## src/rtl/riscv_uop_pkg.sv

```systemverilog
// Shared decode/issue types: execution-unit select and per-op control flags.
package riscv_uop_pkg;

    typedef enum logic {
        UNIT_ALU = 1'b0,
        UNIT_LSU = 1'b1
    } unit_e;

    typedef struct packed {
        logic  rs1_used;
        logic  rs2_used;
        logic  rd_we;
        unit_e unit;
        logic  is_load;
    } iq_flags_t;

endpackage

```

## src/rtl/issue_queue_sb_scoreboard.sv

```systemverilog
// Per-register busy bits for outstanding loads: set on load issue, clear on writeback,
// set wins over clear, flush wipes everything. x0 is never marked busy.
module reg_scoreboard #(
    parameter  int NREG = 32,
    localparam int RW   = $clog2(NREG)
) (
    input  logic          clk,
    input  logic          rst_n,
    input  logic          i_flush,
    input  logic          i_set_valid,
    input  logic [RW-1:0] i_set_idx,
    input  logic          i_clr_valid,
    input  logic [RW-1:0] i_clr_idx,
    input  logic [RW-1:0] i_rd_idx_a,
    input  logic [RW-1:0] i_rd_idx_b,
    input  logic [RW-1:0] i_rd_idx_d,
    output logic          o_busy_a,
    output logic          o_busy_b,
    output logic          o_busy_d
);

    logic [NREG-1:0] sb_q, sb_d;

    always_comb begin
        sb_d = sb_q;
        if (i_clr_valid && i_clr_idx != '0) sb_d[i_clr_idx] = 1'b0;
        if (i_set_valid && i_set_idx != '0) sb_d[i_set_idx] = 1'b1;
        if (i_flush) sb_d = '0;
    end

    always_ff @(posedge clk or negedge rst_n) begin
        if (!rst_n) sb_q <= '0;
        else        sb_q <= sb_d;
    end

    // Reads see the registered state only: a clear wakes consumers one cycle later.
    assign o_busy_a = sb_q[i_rd_idx_a];
    assign o_busy_b = sb_q[i_rd_idx_b];
    assign o_busy_d = sb_q[i_rd_idx_d];

endmodule

```

## src/rtl/issue_queue_sb.sv

```systemverilog
// In-order decode->issue buffer with load-use/WAW scoreboard; the head issues to ALU or LSU
// only when hazard-free, and a blocked head blocks everything behind it.
module issue_queue_sb
    import riscv_uop_pkg::*;
#(
    parameter  int DEPTH     = 4,
    parameter  int PAYLOAD_W = 96,
    parameter  int NREG      = 32,
    parameter  int CNT_W     = 16,
    localparam int RW        = $clog2(NREG),
    localparam int CW        = $clog2(DEPTH) + 1
) (
    input  logic                 clk,
    input  logic                 rst_n,
    input  logic                 i_flush,
    input  logic                 i_enq_valid,
    output logic                 o_enq_ready,
    input  logic [PAYLOAD_W-1:0] i_enq_payload,
    input  logic [RW-1:0]        i_enq_rs1,
    input  logic [RW-1:0]        i_enq_rs2,
    input  logic [RW-1:0]        i_enq_rd,
    input  logic                 i_enq_rs1_used,
    input  logic                 i_enq_rs2_used,
    input  logic                 i_enq_rd_we,
    input  logic                 i_enq_unit,
    input  logic                 i_enq_is_load,
    output logic                 o_alu_valid,
    input  logic                 i_alu_ready,
    output logic                 o_lsu_valid,
    input  logic                 i_lsu_ready,
    output logic [PAYLOAD_W-1:0] o_iss_payload,
    input  logic                 i_ld_wb_valid,
    input  logic [RW-1:0]        i_ld_wb_rd,
    output logic [CW-1:0]        o_count,
    output logic [CNT_W-1:0]     o_hazard_stall_cnt
);

    localparam int PW = $clog2(DEPTH);

    typedef struct packed {
        logic [PAYLOAD_W-1:0] payload;
        logic [RW-1:0]        rs1;
        logic [RW-1:0]        rs2;
        logic [RW-1:0]        rd;
        iq_flags_t            flags;
    } iq_entry_t;

    iq_entry_t        mem_q [DEPTH];
    iq_entry_t        enq_entry, head;
    logic [PW-1:0]    head_q, head_d, tail_q, tail_d;
    logic [CW-1:0]    count_q, count_d;
    logic [CNT_W-1:0] stall_cnt_q, stall_cnt_d;
    logic             empty, full, enq, deq, hazard, eligible;
    logic             busy_rs1, busy_rs2, busy_rd;

    assign enq_entry = '{
        payload: i_enq_payload,
        rs1:     i_enq_rs1,
        rs2:     i_enq_rs2,
        rd:      i_enq_rd,
        flags:   '{rs1_used: i_enq_rs1_used, rs2_used: i_enq_rs2_used, rd_we: i_enq_rd_we,
                   unit: unit_e'(i_enq_unit), is_load: i_enq_is_load}
    };

    assign head  = mem_q[head_q];
    assign empty = (count_q == '0);
    assign full  = (count_q == CW'(DEPTH));

    reg_scoreboard #(.NREG(NREG)) u_sb (
        .clk         (clk),
        .rst_n       (rst_n),
        .i_flush     (i_flush),
        .i_set_valid (deq && head.flags.is_load && head.flags.rd_we),
        .i_set_idx   (head.rd),
        .i_clr_valid (i_ld_wb_valid),
        .i_clr_idx   (i_ld_wb_rd),
        .i_rd_idx_a  (head.rs1),
        .i_rd_idx_b  (head.rs2),
        .i_rd_idx_d  (head.rd),
        .o_busy_a    (busy_rs1),
        .o_busy_b    (busy_rs2),
        .o_busy_d    (busy_rd)
    );

    assign hazard = !empty && ((head.flags.rs1_used && busy_rs1) ||
                               (head.flags.rs2_used && busy_rs2) ||
                               (head.flags.rd_we    && busy_rd));

    assign eligible    = !empty && !hazard && !i_flush;
    assign o_alu_valid = eligible && (head.flags.unit == UNIT_ALU);
    assign o_lsu_valid = eligible && (head.flags.unit == UNIT_LSU);
    assign deq         = (o_alu_valid && i_alu_ready) || (o_lsu_valid && i_lsu_ready);
    assign o_enq_ready = !full;
    assign enq         = i_enq_valid && !full && !i_flush;

    assign o_iss_payload      = empty ? '0 : head.payload;
    assign o_count            = count_q;
    assign o_hazard_stall_cnt = stall_cnt_q;

    always_comb begin
        head_d      = head_q;
        tail_d      = tail_q;
        count_d     = count_q;
        stall_cnt_d = stall_cnt_q;
        if (i_flush) begin
            head_d  = '0;
            tail_d  = '0;
            count_d = '0;
        end else begin
            if (enq) tail_d = tail_q + PW'(1);
            if (deq) head_d = head_q + PW'(1);
            case ({enq, deq})
                2'b10:   count_d = count_q + CW'(1);
                2'b01:   count_d = count_q - CW'(1);
                default: count_d = count_q;
            endcase
        end
        if (hazard && !(&stall_cnt_q)) stall_cnt_d = stall_cnt_q + CNT_W'(1);
    end

    always_ff @(posedge clk or negedge rst_n) begin
        if (!rst_n) begin
            head_q      <= '0;
            tail_q      <= '0;
            count_q     <= '0;
            stall_cnt_q <= '0;
        end else begin
            head_q      <= head_d;
            tail_q      <= tail_d;
            count_q     <= count_d;
            stall_cnt_q <= stall_cnt_d;
        end
    end

    // Entry storage is data only; occupancy/pointers decide what is meaningful.
    always_ff @(posedge clk) begin
        if (enq) mem_q[tail_q] <= enq_entry;
    end

endmodule

```

## config.mk

```make
export PLATFORM = sky130hd
export DESIGN_NAME = issue_queue_sb
export DESIGN_NICKNAME = d
export VERILOG_FILES = /design/src/rtl/riscv_uop_pkg.sv /design/src/rtl/issue_queue_sb_scoreboard.sv /design/src/rtl/issue_queue_sb.sv
export SDC_FILE = /design/constraint.sdc
export NUM_CORES = 1
export LEC_CHECK = 0
export BUFFER_PORTS_ARGS = -buffer_cell sky130_fd_sc_hd__buf_4
export CAP_MARGIN = 20
export CORE_ASPECT_RATIO = 1.75
export CORE_MARGIN = 2
export CORE_UTILIZATION = 55
export CTS_BUF_LIST = sky130_fd_sc_hd__clkbuf_4 sky130_fd_sc_hd__clkbuf_8
export DETAILED_ROUTE_END_ITERATION = 12
export PLACE_DENSITY = 0.79
export SLEW_MARGIN = 20
export SYNTH_ARGS = -nofsm -noshare
export SYNTH_HDL_FRONTEND = slang
export SYNTH_HIERARCHICAL = 1
export SYNTH_SLANG_ARGS = --single-unit
```

## constraint.sdc

```tcl
create_clock -name clk -period 6.55 [get_ports clk]
set_input_delay 0.3275 -clock clk [delete_from_list [all_inputs] [get_ports clk]]
set_output_delay 0.3275 -clock clk [all_outputs]
set_load 0.005 [all_outputs]
```

==> flow_metrics.tcl, run 1 <==
set metrics [dict create \
    status "complete, no violations" \
    critPathKind "flop to flop" \
    reg2reg_depth 15 \
    cp_top_family "compound AO/OA/AOI/OAI gates" \
    place_area_mm2 0.02352 \
    fin_nets 1696 \
    synth_edf_count 464 \
    min_path_cells 4 \
    mappedNetlistNets 1298 \
    synthFlopType "edfxtp_1" \
    max_slew_margin_pct 32.27 \
    cp-end-kind "flop" \
    synth_top_cell_area_share_pct 65.57 \
    insertion_delay_ns 0.63 \
    gp_congestion 0.9346 \
    dpl.cell_count 1855 \
    worstPathRequired_ns 7.09 \
    yosysWarnings 6 \
    start_kind "flop" \
    cts_tree "built" \
    wl_um 51010 \
    p_per_area_mw_per_mm2 316.9 \
    hp-class "primary input to flop" \
    vias_per_cell 5.803 \
    path_cells "mux4_2 > mux2i_1 > a22oi_1 > nand4b_1 > a21oi_1 > a311o_1 > nand2_1 > o22a_1 > and4_1 > nand2_1 > a211oi_1 > nand2_1 > nor3_1 > nand3_1 > a21oi_1" \
    drc_errors 0 \
    grt_pass1_wl_um 76880 \
    wl_per_cell_um 24.19 \
    synth_area_leader_cell "edfxtp_1" \
    dr.pass1.iters 8 \
    start_util_pct 55.52 \
    yosys_register_bits 519 \
    rows 95 \
    fin_area_mm2 0.02613 \
    fillers 2514 \
    antenna_found_initial 4 \
    path_clk_slew_ns 0.07 \
    worst-path-buf-inv 0 \
    die_area_mm2 0.04029 \
    layout-drive-gt1-share_pct 31.48 \
    power_leakage_nw 9.125 \
    cts_root_buffer "clkbuf_8" \
    fmax_mhz 189.6 \
    crit_fanout 56 \
    worst-path-stages 15 \
    syn_to_final_growth_pct 22.95 \
    drtAntennaViolNets 0 \
    rsz0062_at_grt "no" \
    syn_inst 1164 \
    cts_buffer_depth 3 \
    arrival_ns 5.81 \
    peakVddDrop_mv 0.2436 \
    cpMostUsedCell "nand2_1" \
    max_stage_delay_ns 0.96 \
    syn-cell-area_mm2 0.02125 \
    die_w_um 152.6 \
    synthArstFlopShare_pct 10.60 \
    avgSynthCellArea_um2 18.26 \
    h-tree-depth 3 \
    yosysSeqAreaShare_pct 72.05 \
    tightest_slew_ns 1.016 \
    yosysUniqueCellTypes 50 \
    io_pins 246 \
    tns_ns 0 \
    grt_max_degree 70 \
    synth_area_leaders "edfxtp_1 (66%), mux4_2 (12%), dfrtp_1 (6.5%)" \
    grt-ovfl-total 0 \
    power_mw 8.281 \
    fin_util_pct 68.26 \
    min_period_ns 5.274 \
    grt_util_all_layers_pct 25.32 \
    layout_worst_path_cycle_share_pct 80.52 \
    setup_viol 0 \
    final_cells 2109 \
    cts_setup_buffers 0 \
    dpl.hpwl_um 31040 \
    cts.sinks 519 \
    vias 12240 \
    clock_skew_ns 0.01530 \
    drt_iter0_drc 873 \
    hold_viol_final 0 \
    die_h_um 264.0 \
    cts_buffers 73 \
    core_area_mm2 0.03827 \
    cp_slowest_cell "dfrtp_4" \
    port_buffers 245 \
    cts_resized 0 \
    slew_violations 0 \
    max_cap_violations 0 \
    grt_pass1_vias 13060 \
]
metrics by stage:
step / setup WS, ns / hold slack [ns]
CTS: 1.201 / 0.02486
floorplan: 2.020 / 0.03191
finish: 1.276 / 0.05971
detailed placement: 1.216 / 0.4413
global placement: 1.276 / 0.4242
global route: 0.8580 / 0.06648
layout make-up:
cell class	instances	area [um2]	area share, %
inverters	5	18.77	0.07184
well taps	485	606.8	2.323
clock buffers	102	1241	4.751
clock inverters	31	182.7	0.6992
repair buffers	376	3115	11.92
flip-flops and latches	519	15320	58.63
multi-input cells	587	5634	21.57
diodes	4	10.01	0.03831
worst reg2reg max path: stages (launching register included):
cell      delay, ns
dfrtp_4        0.96
mux4_2         0.90
mux2i_1        0.29
a22oi_1        0.10
nand4b_1       0.11
a21oi_1        0.05
a311o_1        0.36
nand2_1        0.08
o22a_1         0.20
and4_1         0.38
nand2_1        0.11
a211oi_1       0.70
nand2_1        0.22
nor3_1         0.41
nand3_1        0.14
a21oi_1        0.19
where the power goes:
| group | total [mW] | switching, mW | internal (mW) |
|---|---|---|---|
| logic | 1.89 | 0.978 | 0.911 |
| registers | 3.94 | 0.107 | 3.83 |
| clock network | 2.46 | 1.18 | 1.27 |
| total | 8.28 | 2.27 | 6.01 |
cells by family (layout without fill, tap and decap cells):
family                     Yosys count  after routing  synth area share (%)
DFF                                519            519                 72.05
and+or+nand+nor                    288            288                 7.784
muxes                              171            171                 14.68
AOI/OAI and AO/OA                  106            106                 2.903
buffers and inverters               58            514                 1.537
xor gates and xnor gates            16             16                0.6595
adders and majority gates            6              6                0.3886
other                                0              4                     0
layout by cell type, fill, tap and decap left out, types with 35 or more instances in the layout:
cell type | netlist | final
edfxtp_1 | 464 | 464
buf_4 | 3 | 259
dlygate4sd3_1 | 0 | 117
mux4_2 | 112 | 112
nor2b_1 | 101 | 101
clkbuf_8 | 0 | 76
nand2_1 | 63 | 63
mux2i_1 | 56 | 56
dfrtp_1 | 55 | 53
a21oi_1 | 42 | 42
o21ai_0 | 35 | 35
Yosys cell counts (4+ instances only):
cell type,count
xnor2_1,8
buf_2,15
nor4_2,4
and3_1,4
a211oi_1,4
nor3b_1,9
buf_6,4
nand2_1,63
a22oi_1,12
a21oi_1,42
and2b_1,5
nor2_1,20
mux4_2,112
nor3_1,5
ha_1,5
mux2i_1,56
nand3b_1,7
dfrtp_1,55
o21ai_0,35
clkbuf_1,22
edfxtp_1,464
buf_1,6
xor2_1,8
inv_1,5
nand3_1,23
or3_1,4
and2_1,11
nand2b_1,7
nor2b_1,101
nand4_1,9
final timing paths:
path | from | slack [ns] | endpoint
max in group asynchronous | rst_n | 5.65 | head_q[0]$_DFFE_PN0P_
setup / recovery | head_q[1]$_DFFE_PN0P_ | 1.28 | u_sb/sb_q[7]$_DFF_PN0_
hold / removal | i_enq_valid | 0.06 | o_count[0]$_DFFE_PN0P_
min in group asynchronous | rst_n | 0.30 | u_sb/sb_q[19]$_DFF_PN0_
setup reg to reg | head_q[1]$_DFFE_PN0P_ | 1.28 | u_sb/sb_q[7]$_DFF_PN0_
hold reg to reg | o_hazard_stall_cnt[11]$_DFFE_PN0P_ | 0.50 | o_hazard_stall_cnt[11]$_DFFE_PN0P_
registers in the layout (all words and copies together) (netlist names):
register / flops
tail_q: 2
o_count: 3
o_hazard_stall_cnt: 16
mem_q: 464
head_q: 2
u_sb/sb_q: 32
repair_timing:
| action | in CTS | in global routing |
|---|---|---|
| endpoints found under the hold margin | 519 | 0 |
| hold buffers | 117 | 0 |
| endpoints found under the setup margin | 0 | 0 |
routing by layer:
metal  part of all wire [%]  up-vias  global-route usage (%)
met5                      0        -                       0
li1                       -     5422                       -
met3                    5.7      127                   5.102
met2                     54      457                   45.35
met1                     36     6232                   29.34
met4                    4.4        0                   11.46
Power figures use the tool's default switching activity.
==> inputs of run 2 (changes only) <==
--- a/config.mk
+++ b/config.mk
@@ -12,7 +12,7 @@
 export CORE_UTILIZATION = 55
 export CTS_BUF_LIST = sky130_fd_sc_hd__clkbuf_4 sky130_fd_sc_hd__clkbuf_8
 export DETAILED_ROUTE_END_ITERATION = 12
-export PLACE_DENSITY = 0.79
+export PLACE_DENSITY = 0.82
 export SLEW_MARGIN = 20
 export SYNTH_ARGS = -nofsm -noshare
 export SYNTH_HDL_FRONTEND = slang
==> constraint.sdc (replaced) <==
create_clock -name clk -period 4.4 [get_ports clk]
set_input_delay 0.22 -clock clk [delete_from_list [all_inputs] [get_ports clk]]
set_output_delay 0.22 -clock clk [all_outputs]
set_load 0.005 [all_outputs]
==> run 2 against run 1 <==
Net effect: combinational power rose by 52%; die area is the same; flip-flop and latch count did not move; sequential share of layout area decreased by 0.38 points; critical path type is now flop to output port; highest routed layer is now met5.
==> flow_metrics.tcl, run 2 (synthesized netlist as in run 1, its figures left out) <==
set metrics [dict create \
    hold_viol_final 0 \
    wl_um 50670 \
    dpl.hpwl_um 31540 \
    worstPathRequired_ns 4.18 \
    insertion_delay_ns 0.63 \
    min_period_ns 4.051 \
    power_mw 12.33 \
    hp-class "primary input to flop" \
    fmax_mhz 246.8 \
    path_clk_slew_ns 0.07 \
    grt_max_degree 61 \
    io_pins 246 \
    power_leakage_nw 9.193 \
    die_w_um 152.6 \
    max_cap_violations 0 \
    fin_nets 1708 \
    gp_congestion 0.9215 \
    critPathKind "flop to output port" \
    syn_to_final_growth_pct 23.76 \
    vias 12350 \
    layout_worst_path_cycle_share_pct 92.08 \
    drtAntennaViolNets 0 \
    die_h_um 264.0 \
    crit_fanout 16 \
    drc_errors 0 \
    tns_ns 0 \
    grt_pass1_vias 13380 \
    layout-drive-gt1-share_pct 31.96 \
    fin_hold_ws_ns 0.09573 \
    cts_buffer_depth 3 \
    cts.sinks 519 \
    grt_util_all_layers_pct 25.44 \
    tightest_slew_ns 0.7713 \
    antenna_found_initial 9 \
    status "complete, no violations" \
    vias_per_cell 5.819 \
    start_kind "flop" \
    drt_iter0_drc 696 \
    p_per_area_mw_per_mm2 469.0 \
    largest-register "mem_q" \
    port_buffers 245 \
    dr.pass1.iters 5 \
    cts_root_buffer "clkbuf_8" \
    rows 95 \
    cts_tree "built" \
    grt-ovfl-total 0 \
    arrival_ns 3.83 \
    wl_per_cell_um 23.88 \
    peakVddDrop_mv 0.3370 \
    start_util_pct 55.52 \
    core_area_mm2 0.03827 \
    setup_viol 0 \
    die_area_mm2 0.04029 \
    slew_violations 0 \
    clock_skew_ns 0.04892 \
    largest_reg_flops 464 \
    grt_pass1_wl_um 77440 \
    final_cell_mix "edfxtp_1 (464), buf_4 (263), dlygate4sd3_1 (118)" \
    final_common_cell "edfxtp_1" \
    h-tree-depth 3 \
    cts_buffers 73 \
    cp-end-kind "output port" \
    max_slew_margin_pct 48.58 \
]
## run 2: per-layer routing
metal | track usage [%] | vias to the layer above | routed length, um
met5 | 0 | - | 27
met2 | 45.36 | 500 | 27540
li1 | - | 5452 | -
met3 | 4.905 | 154 | 2817
met1 | 28.26 | 6238 | 17490
met4 | 14.86 | 4 | 2798
## run 2: path summary, 6_finish.rpt
path	from	to	slack, ns	cells past startpoint
min	i_flush	u_sb/sb_q[25]$_DFF_PN0_	0.1	2
min in group asynchronous	rst_n	u_sb/sb_q[10]$_DFF_PN0_	0.20	2
min reg2reg	o_hazard_stall_cnt[11]$_DFFE_PN0P_	o_hazard_stall_cnt[11]$_DFFE_PN0P_	0.51	1
max	head_q[0]$_DFFE_PN0P_	o_lsu_valid	0.35	12
max in group asynchronous	rst_n	head_q[1]$_DFFE_PN0P_	3.56	2
max reg2reg	head_q[0]$_DFFE_PN0P_	o_count[2]$_DFFE_PN0P_	0.36	16
## run 2: area by class of cell
| cell class | count | area [um2] |
|---|---|---|
| Sequential cell | 519 | 15320 |
| Fill cell | 2447 | 11980 |
| Multi-Input combinational cell | 587 | 5657 |
| Timing Repair Buffer | 388 | 3287 |
| Clock buffer | 97 | 1197 |
| Tap cell | 485 | 606.8 |
| Clock inverter | 34 | 196.4 |
| Inverter | 5 | 18.77 |
| Antenna cell | 7 | 17.52 |
## run 2: critical path, cell delays in order, from the launching register on
cell and delay, ns:
dfrtp_4 0.62, mux4_2 0.80, mux2i_1 0.19, a22oi_1 0.20, nand4b_1 0.12, a21oi_1 0.14
a311o_1 0.17, nand2_1 0.06, o22a_1 0.28, and4_1 0.22, buf_4 0.17, and2_1 0.14
buf_4 0.13
## run 2: metrics by stage
step,util (%),area [um2],setup WS [ns],std cells
6_report,68.71,26300,0.3487,2122
3_3_place_gp,61.78,23640,0.2225,1864
2_1_floorplan,-,21260,0.08507,1164
4_1_cts,68.50,26220,0.06567,2113
5_1_grt,68.71,26300,-0.001506,2122
3_5_place_dp,61.78,23640,0.09664,1864
## run 2: timing repair
item / CTS / global route
hold buffers: 118 / 0
hold endpoints to repair: 522 / 0
resized for setup: 0 / 6
setup buffers: 0 / 2
endpoints found under the setup margin: 0 / 14
## run 2: report_power, final
group,switching (mW),internal (mW)
clock,1.77,1.85
combinational,1.49,1.39
sequential,0.135,5.70
total,3.39,8.94
==> inputs of run 3 (changes only) <==
--- a/config.mk
+++ b/config.mk
@@ -5,14 +5,14 @@
 export SDC_FILE = /design/constraint.sdc
 export NUM_CORES = 1
 export LEC_CHECK = 0
-export BUFFER_PORTS_ARGS = -buffer_cell sky130_fd_sc_hd__buf_4
+export BUFFER_PORTS_ARGS = -buffer_cell sky130_fd_sc_hd__buf_2
 export CAP_MARGIN = 20
 export CORE_ASPECT_RATIO = 1.75
 export CORE_MARGIN = 2
 export CORE_UTILIZATION = 55
 export CTS_BUF_LIST = sky130_fd_sc_hd__clkbuf_4 sky130_fd_sc_hd__clkbuf_8
 export DETAILED_ROUTE_END_ITERATION = 12
-export PLACE_DENSITY = 0.82
+export PLACE_DENSITY = 0.79
 export SLEW_MARGIN = 20
 export SYNTH_ARGS = -nofsm -noshare
 export SYNTH_HDL_FRONTEND = slang
==> constraint.sdc (replaced) <==
create_clock -name clk -period 4.7 [get_ports clk]
set_input_delay 0.235 -clock clk [delete_from_list [all_inputs] [get_ports clk]]
set_output_delay 0.235 -clock clk [all_outputs]
set_load 0.005 [all_outputs]
==> run 3 against run 2 <==
Net effect: design area fell by 2.6%; flip-flop and latch count stayed put; largest power group unchanged; core utilization decreased by 1.8 points.
==> flow_metrics.tcl, run 3 (synthesized netlist as in run 1, its figures left out) <==
set metrics [dict create \
    worstPathRequired_ns 5.19 \
    die_w_um 152.6 \
    rows 95 \
    max_cap_violations 0 \
    cts_tree "built" \
    largest-register "mem_q" \
    drt_iter0_drc 846 \
    arrival_ns 4.82 \
    port_buffers 245 \
    die_area_mm2 0.04029 \
    layout-drive-gt1-share_pct 31.11 \
    vias 12310 \
    tns_ns 0 \
    status "complete, no violations" \
    core_area_mm2 0.03827 \
    io_pins 246 \
    start_util_pct 55.52 \
    gp_congestion 0.8998 \
    antenna_found_initial 6 \
    syn_to_final_growth_pct 20.56 \
    cp-end-kind "flop" \
    slew_violations 0 \
    die_h_um 264.0 \
    p_per_area_mw_per_mm2 438.7 \
    rsz0062_at_grt "no" \
    hold_viol_final 0 \
    wl_per_cell_um 23.11 \
    largest_reg_flops 464 \
    tightest_slew_ns 0.9641 \
    start_kind "flop" \
    clock_skew_ns 0.04456 \
    final_cell_mix "edfxtp_1 (464), buf_2 (245), dlygate4sd3_1 (118)" \
    layout_worst_path_cycle_share_pct 91.99 \
    power_leakage_nw 9.018 \
    max_slew_margin_pct 35.73 \
    path_clk_slew_ns 0.07 \
    critPathKind "flop to flop" \
    crit_fanout 19 \
    insertion_delay_ns 0.62 \
    min_period_ns 4.324 \
    dr.pass1.iters 6 \
    max_stage_delay_ns 0.68 \
    cts.sinks 519 \
    final_common_cell "edfxtp_1" \
    fmax_mhz 231.3 \
    hp-class "primary input to flop" \
    grt_util_all_layers_pct 24.17 \
    peakVddDrop_mv 0.4577 \
    cp_top_family "simple AND/OR/NAND/NOR gates" \
    regArea_mm2 0.01532 \
    cpMostUsedCell "nand2_1" \
    power_mw 11.24 \
    setup_viol 0 \
    h-tree-depth 3 \
    vias_per_cell 5.831 \
    grt-ovfl-total 0 \
    grt_max_degree 72 \
    fin_nets 1702 \
    path_cells "mux4_2 > and2b_1 > a22oi_1 > nand4b_1 > a21oi_1 > a311o_1 > nand2_1 > o22a_1 > and4_1 > nand2_1 > a211oi_1 > buf_4 > nand2_1 > nor3b_1 > nand3_1 > a21oi_1" \
    cp_slowest_cell "mux4_2" \
    cts_root_buffer "clkbuf_8" \
    grt_pass1_wl_um 74260 \
    fillers 2528 \
    drc_errors 0 \
    dpl.hpwl_um 30240 \
    cts_buffer_depth 3 \
    grt_pass1_vias 13070 \
    drtAntennaViolNets 0 \
    worst-path-buf-inv 1 \
    wl_um 48780 \
    cts_buffers 72 \
    multi_input_area_mm2 0.005660 \
    final_cells 2111 \
    dpl.cell_count 1860 \
]
-- run 3: report_power, final --
group | internal [mW] | total (mW) | switching (mW)
combinational | 1.06 | 2.41 | 1.35
clock | 1.76 | 3.37 | 1.61
sequential | 5.33 | 5.46 | 0.122
total | 8.16 | 11.2 | 3.08
-- run 3: final timing paths --
kind	start	end	slack, ns	cells past startpoint
max in group asynchronous	rst_n	head_q[0]$_DFFE_PN0P_	3.78	3
min	i_lsu_ready	o_count[1]$_DFFE_PN0P_	0.14	4
min reg2reg	o_hazard_stall_cnt[11]$_DFFE_PN0P_	o_hazard_stall_cnt[11]$_DFFE_PN0P_	0.50	1
min in group asynchronous	rst_n	u_sb/sb_q[27]$_DFF_PN0_	0.29	3
max	head_q[0]$_DFFE_PN0P_	u_sb/sb_q[23]$_DFF_PN0_	0.38	16
max reg2reg	head_q[0]$_DFFE_PN0P_	u_sb/sb_q[23]$_DFF_PN0_	0.38	16
-- run 3: area by class of cell --
| type | count | area share, % |
|---|---|---|
| Antenna cell | 6 | 0.05861 |
| Clock buffer | 88 | 4.410 |
| Clock inverter | 38 | 1.055 |
| Inverter | 5 | 0.07326 |
| Multi-Input combinational cell | 588 | 22.10 |
| Sequential cell | 519 | 59.79 |
| Tap cell | 485 | 2.369 |
| Timing Repair Buffer | 382 | 10.15 |
-- run 3: repair_timing --
action                                 CTS  global route
endpoints found under the hold margin  522             0
setup buffers                            0             0
resized for setup                        0             0
hold buffers                           118             0
setup endpoints to repair                0             1
-- run 3: worst register-to-register path, cell delays in order (launching register included) --
cell      delay [ns]
dfrtp_4         0.66
mux4_2          0.69
and2b_1         0.33
a22oi_1         0.11
nand4b_1        0.10
a21oi_1         0.05
a311o_1         0.41
nand2_1         0.10
o22a_1          0.22
and4_1          0.22
nand2_1         0.08
a211oi_1        0.21
buf_4           0.22
nand2_1         0.10
nor3b_1         0.42
nand3_1         0.15
a21oi_1         0.16
-- run 3: stage by stage --
| step | cell area, um2 | worst slack (ns) | util (%) | hold slack [ns] |
|---|---|---|---|---|
| global placement | 23000 | 0.4966 | 60.08 | 0.4138 |
| detailed placement | 23000 | 0.3273 | 60.08 | 0.4242 |
| CTS | 25580 | 0.3089 | 66.83 | 0.08590 |
| floorplan | 21250 | 0.1700 | - | -0.06059 |
| finish | 25620 | 0.3764 | 66.93 | 0.1445 |
| global route | 25620 | 0.04625 | 66.93 | 0.1401 |
-- run 3: routing by layer --
| layer | track usage [%] | up-vias | share of wire (%) |
|---|---|---|---|
| li1 | - | 5454 | - |
| met1 | 27.04 | 6253 | 35 |
| met2 | 44.14 | 474 | 55 |
| met3 | 4.921 | 129 | 5.6 |
| met4 | 11.14 | 0 | 4.6 |
| met5 | 0 | - | 0 |
